===== src/rtl/handshake_pkg.sv =====
// Shared definitions for the valid/ready handshake stages: default sizes,
// pointer/count width helpers and a constant-evaluable clog2.
package handshake_pkg;

    localparam int DEFAULT_WIDTH = 8;
    localparam int DEFAULT_DEPTH = 4;

    // Ceiling log2, usable in parameter defaults.
    function automatic int clog2(input int value);
        int result;
        result = 0;
        for (int v = value - 32'sd1; v > 32'sd0; v = v >>> 1) begin
            result = result + 32'sd1;
        end
        return result;
    endfunction

    function automatic int ptr_w(input int depth);
        return clog2(depth);
    endfunction

    function automatic int count_w(input int depth);
        return clog2(depth) + 32'sd1;
    endfunction

    localparam int DEFAULT_ADDR_W = ptr_w(DEFAULT_DEPTH);

    typedef logic [DEFAULT_ADDR_W-1:0] ptr_t;
    typedef logic [count_w(DEFAULT_DEPTH)-1:0] count_t;

endpackage


===== src/rtl/fifo_ptr.sv =====
// Wrapping ADDR_W-bit pointer register with increment enable; wraps
// modulo 2**ADDR_W, which equals the FIFO depth.
module fifo_ptr
    import handshake_pkg::*;
#(
    parameter int ADDR_W = DEFAULT_ADDR_W
) (
    input  logic              CLK,
    input  logic              RESET,
    input  logic              INC,
    output logic [ADDR_W-1:0] PTR
);

    logic [ADDR_W-1:0] ptr_r;

    // Pointer register: clear on reset, advance by one when enabled.
    always_ff @(posedge CLK) begin
        if (RESET) begin
            ptr_r <= '0;
        end else if (INC) begin
            ptr_r <= ptr_r + ADDR_W'(1);
        end else begin
            ptr_r <= ptr_r;
        end
    end

    assign PTR = ptr_r;

endmodule


===== src/rtl/handshake_fifo.sv =====
// First-word fall-through FIFO for valid/ready streams. Define
// HANDSHAKE_FIFO_LEVEL_EN to expose the occupancy on the LEVEL port.
module handshake_fifo
    import handshake_pkg::*;
#(
    parameter int WIDTH  = DEFAULT_WIDTH,
    parameter int DEPTH  = DEFAULT_DEPTH,
    parameter int ADDR_W = clog2(DEPTH)
) (
    input  logic             CLK,
    input  logic             RESET,
    input  logic             VALID_UP,
    output logic             READY_UP,
    input  logic [WIDTH-1:0] DATA_UP,
    output logic             VALID_DOWN,
    input  logic             READY_DOWN,
`ifdef HANDSHAKE_FIFO_LEVEL_EN
    output logic [WIDTH-1:0] DATA_DOWN,
    output logic [ADDR_W:0]  LEVEL
`else
    output logic [WIDTH-1:0] DATA_DOWN
`endif
);

    localparam logic [ADDR_W:0] FULL_COUNT = (ADDR_W + 1)'(DEPTH);

    logic [WIDTH-1:0]  mem_r [DEPTH];
    logic [ADDR_W:0]   count_r;
    logic [ADDR_W-1:0] wr_ptr_s;
    logic [ADDR_W-1:0] rd_ptr_s;
    logic              push_s;
    logic              pop_s;
    logic              ready_up_s;
    logic              valid_down_s;

    // Flags come from registered count only, so READY_DOWN never reaches READY_UP.
    assign ready_up_s   = (count_r != FULL_COUNT);
    assign valid_down_s = (count_r != '0);
    assign push_s       = VALID_UP && ready_up_s;
    assign pop_s        = valid_down_s && READY_DOWN;

    fifo_ptr #(.ADDR_W(ADDR_W)) u_wr_ptr (
        .CLK   (CLK),
        .RESET (RESET),
        .INC   (push_s),
        .PTR   (wr_ptr_s)
    );

    fifo_ptr #(.ADDR_W(ADDR_W)) u_rd_ptr (
        .CLK   (CLK),
        .RESET (RESET),
        .INC   (pop_s),
        .PTR   (rd_ptr_s)
    );

    // Storage array: cleared on reset so DATA_DOWN reads zero afterwards.
    always_ff @(posedge CLK) begin
        if (RESET) begin
            for (int i = 0; i < DEPTH; i++) begin
                mem_r[i] <= WIDTH'(0);
            end
        end else if (push_s) begin
            mem_r[wr_ptr_s] <= DATA_UP;
        end else begin
            mem_r[wr_ptr_s] <= mem_r[wr_ptr_s];
        end
    end

    // Occupancy counter; simultaneous push and pop leaves it unchanged.
    always_ff @(posedge CLK) begin
        if (RESET) begin
            count_r <= '0;
        end else begin
            case ({push_s, pop_s})
                2'b10:   count_r <= count_r + (ADDR_W + 1)'(1);
                2'b01:   count_r <= count_r - (ADDR_W + 1)'(1);
                default: count_r <= count_r;
            endcase
        end
    end

    assign READY_UP   = ready_up_s;
    assign VALID_DOWN = valid_down_s;
    assign DATA_DOWN  = mem_r[rd_ptr_s];

`ifdef HANDSHAKE_FIFO_LEVEL_EN
    assign LEVEL = count_r;
`else
`endif

endmodule


===== config.mk =====
export PLATFORM = sky130hd
export DESIGN_NAME = handshake_fifo
export DESIGN_NICKNAME = d
export VERILOG_FILES = /design/src/rtl/handshake_pkg.sv /design/src/rtl/fifo_ptr.sv /design/src/rtl/handshake_fifo.sv
export SDC_FILE = /design/constraint.sdc
export NUM_CORES = 1
export LEC_CHECK = 0
export BUFFER_PORTS_ARGS = -buffer_cell sky130_fd_sc_hd__clkbuf_2
export CORE_ASPECT_RATIO = 1.5
export CORE_MARGIN = 3
export CORE_UTILIZATION = 25
export DETAILED_ROUTE_END_ITERATION = 12
export SLEW_MARGIN = 20
export SYNTH_ARGS = -nofsm -noshare
export SYNTH_HDL_FRONTEND = slang
export SYNTH_SLANG_ARGS = --single-unit

===== constraint.sdc =====
create_clock -name CLK -period 2.2 [get_ports CLK]
set_input_delay 0.55 -clock CLK [delete_from_list [all_inputs] [get_ports CLK]]
set_output_delay 0.55 -clock CLK [all_outputs]
set_load 0.02 [all_outputs]

==> results.py <==
metrics = {
    "clock_network": {
        "cts_resized": 0,
        "postCtsHoldBufs": 0,
        "cts_tree": "built",
        "clock-sinks": 41,
        "numCtsBuffers": 5,
        "clock-root-buffer": "clkbuf_8",
        "clkTransAtPathRegs_ps": 80,
        "clockBufferDepth": 2,
        "clock_latency_ps": 290,
        "cts_setup_buffers": 0,
        "htree_num_levels": 2,
    },
    "critical_path": {
        "cp_max_fo": 8,
        "cp.required_ps": 1650,
        "reg2reg_depth": 9,
        "crit_type": "register to primary output",
        "reg2reg_setup_slack_ps": 240,
        "end_kind": "primary output",
        "r2r-start": "count_r[1]",
        "arrival_ps": 1540,
        "critPathLaunchType": "register",
        "crit-reg2reg-capture": "count_r[2]",
    },
    "placement": {
        "portBuffers": 21,
        "place_hpwl_mm": 2.47,
        "postPlaceCellArea_sq_mm": 0.00214,
        "placed_cells": 249,
        "dpl_worst_slack_ps": 145,
        "place_congestion": 0.725,
    },
    "cells_and_area": {
        "n_antenna_cell": 0,
        "nets": 173,
        "final_cells": 257,
        "post-route-cell-area_sq_mm": 0.00222,
        "drive_gt1_frac": 0.344,
        "area_growth_pct": 20.5,
    },
    "synth": {
        "ys_types": 29,
        "synth_nets": 141,
        "ys_warn_count": 0,
        "ys_seq_area_frac": 0.619,
        "ys_top_cells_by_area": "edfxtp_1, and2_1, dfxtp_1",
        "synth_top_area_cell": "edfxtp_1",
        "synthCells": 127,
        "synth_top_cell_area_share": 0.521,
        "syn-mean-instance-area_sq_um": 14.5,
        "ys_seq_elements": 41,
        "syn_area_sq_mm": 0.00184,
    },
    "floorplanning": {
        "core_area_sq_mm": 0.00699,
        "initial_utilization": 0.264,
        "num_rows": 37,
        "pin_count": 22,
        "fp.dieH_um": 111,
        "die-area_sq_mm": 0.00846,
        "die_x_um": 76.1,
    },
    "global_routing": {
        "grt_pass1_vias": 1057,
        "grt_max_degree": 14,
        "track_usage": 0.0870,
        "grt_antenna_before_repair": 0,
        "grt_pass1_wl_mm": 5.55,
        "overflow": 0,
    },
    "timing": {
        "skew_ps": 8.85,
        "hold_viol": 0,
        "setup_viol": 0,
        "fin_ws_ps": 108,
        "worst_pin_slew_ps": 539,
        "maxSlewViolCount": 0,
        "relSlewSlack": 0.638,
        "rsz0062_at_grt": "false",
        "fin_setup_tns_ps": 0,
        "finalCriticalPeriod_ps": 2090,
        "post-route-period-util": 0.951,
        "fmax_mhz": 478,
    },
    "hold_path": {
        "hold-path-endpoint": "count_r[2]",
        "holdPathStages": 2,
        "hold_path_class": "register to register",
        "hp-start": "count_r[2]",
    },
    "pwr": {
        "total_power_w": 0.00223,
        "peakVddDrop_uv": 533,
        "leakagePower_nw": 0.827,
        "p_per_area_mw_per_mm2": 1010,
    },
    "detailed_routing": {
        "finalWirelength_mm": 3.48,
        "first_iter_violations": 47,
        "antenna_left": 0,
        "drcViolationCount": 0,
        "wl_per_cell_um": 13.5,
        "drtPass1Iterations": 4,
        "vias_per_cell": 4.13,
        "via_count": 1062,
    },
    "job": {
        "maxCapViolCount": 0,
    },
    "run_status": {
        "status": "finished, final reports clean",
    },
}
worst max-delay path: stages, from the launching register on:
cell      delay, ps
dfxtp_1         330
buf_4           210
mux4_2          530
clkbuf_2        170
cell families (layout without fill, tap and decap cells):
logic type                 after synthesis  after routing  share of synthesized area
AOI/OAI and AO/OA                       12             12                     0.0434
xor gates and xnor gates                 4              4                     0.0190
adders and majority gates                2              2                     0.0176
buffers and inverters                    9             42                     0.0190
DFF                                     41             41                      0.619
muxes                                    8              8                     0.0977
and+or+nand+nor                         51             51                      0.185
through the flow:
step | util | hold slack (ps)
floorplan | - | 474
global placement | 0.306 | 497
detailed placement | 0.306 | 501
CTS | 0.318 | 514
global route | 0.318 | 564
finish | 0.318 | 514
routing by layer:
metal	vias up	global-route usage	part of all wire
li1	525	-	-
met1	508	0.0973	0.40
met2	21	0.153	0.54
met3	8	0.0276	0.046
met4	0	0.0326	0.016
met5	-	0	0
synth_stat cells:
master / count
and2_1: 32
edfxtp_1: 32
dfxtp_1: 9
mux4_2: 8
nor2_1: 6
inv_1: 5
or3_1: 4
a21oi_1: 3
xor2_1: 3
nand2_1: 2
nand2b_1: 2
nor3_2: 2
o21ai_1: 2
o31ai_1: 2
a41o_1: 1
buf_1: 1
buf_2: 1
clkbuf_1: 1
fa_1: 1
ha_1: 1
inv_2: 1
nor3b_4: 1
nor4_2: 1
nor4_4: 1
o211ai_1: 1
o21ai_0: 1
o311ai_0: 1
o31a_1: 1
xnor2_1: 1
layout by cell type, fill, tap and decap left out:
| cell | count |
|---|---|
| a21oi_1 | 3 |
| o21ai_0 | 1 |
| and2_1 | 32 |
| o21ai_1 | 2 |
| edfxtp_1 | 32 |
| inv_2 | 1 |
| nor4_2 | 1 |
| o31a_1 | 1 |
| o31ai_1 | 2 |
| o311ai_0 | 1 |
| dfxtp_1 | 7 |
| or3_1 | 4 |
| clkbuf_8 | 5 |
| clkinvlp_4 | 1 |
| a41o_1 | 1 |
| nor4_4 | 1 |
| clkbuf_2 | 21 |
| mux4_2 | 8 |
| xnor2_1 | 1 |
| buf_4 | 7 |
| ha_4 | 1 |
| o211ai_1 | 1 |
| clkinv_2 | 2 |
| xor2_1 | 3 |
| dfxtp_2 | 2 |
| nand2b_1 | 2 |
| nor3_2 | 2 |
| fa_2 | 1 |
| nor3b_4 | 1 |
| inv_1 | 5 |
| nand2_4 | 1 |
| nand2_1 | 1 |
| nor2_1 | 6 |
final cells by class:
| class | count | area [sq um] |
|---|---|---|
| Sequential cell | 41 | 1140 |
| Timing Repair Buffer | 28 | 158 |
| Clock inverter | 3 | 17.5 |
| Inverter | 6 | 22.5 |
| Multi-Input combinational cell | 77 | 691 |
| Fill cell | 727 | 4770 |
| Clock buffer | 5 | 68.8 |
| Tap cell | 97 | 121 |
worst max path at each step:
stage	end	slack [ps]	cells after the start
after floorplan	count_r[2]	40	9
after global placement	count_r[2]	190	8
after detailed placement	count_r[2]	140	8
after CTS	DATA_DOWN[2]	70	3
after global routing	DATA_DOWN[5]	30	3
final	DATA_DOWN[2]	110	3
where the power goes:
group,internal [W],switching [W],total (W)
registers,0.000959,0.0000853,0.00104
logic,0.000326,0.000385,0.000711
clock network,0.000219,0.000261,0.000480
total,0.00150,0.000731,0.00223
state kept, by name (all words and copies together) (netlist names), named ones only:
register,count
count_r,3
mem_r,32
u_rd_ptr.PTR,2
u_wr_ptr.PTR,2
Note: power is estimated with default switching activity, not from simulation.
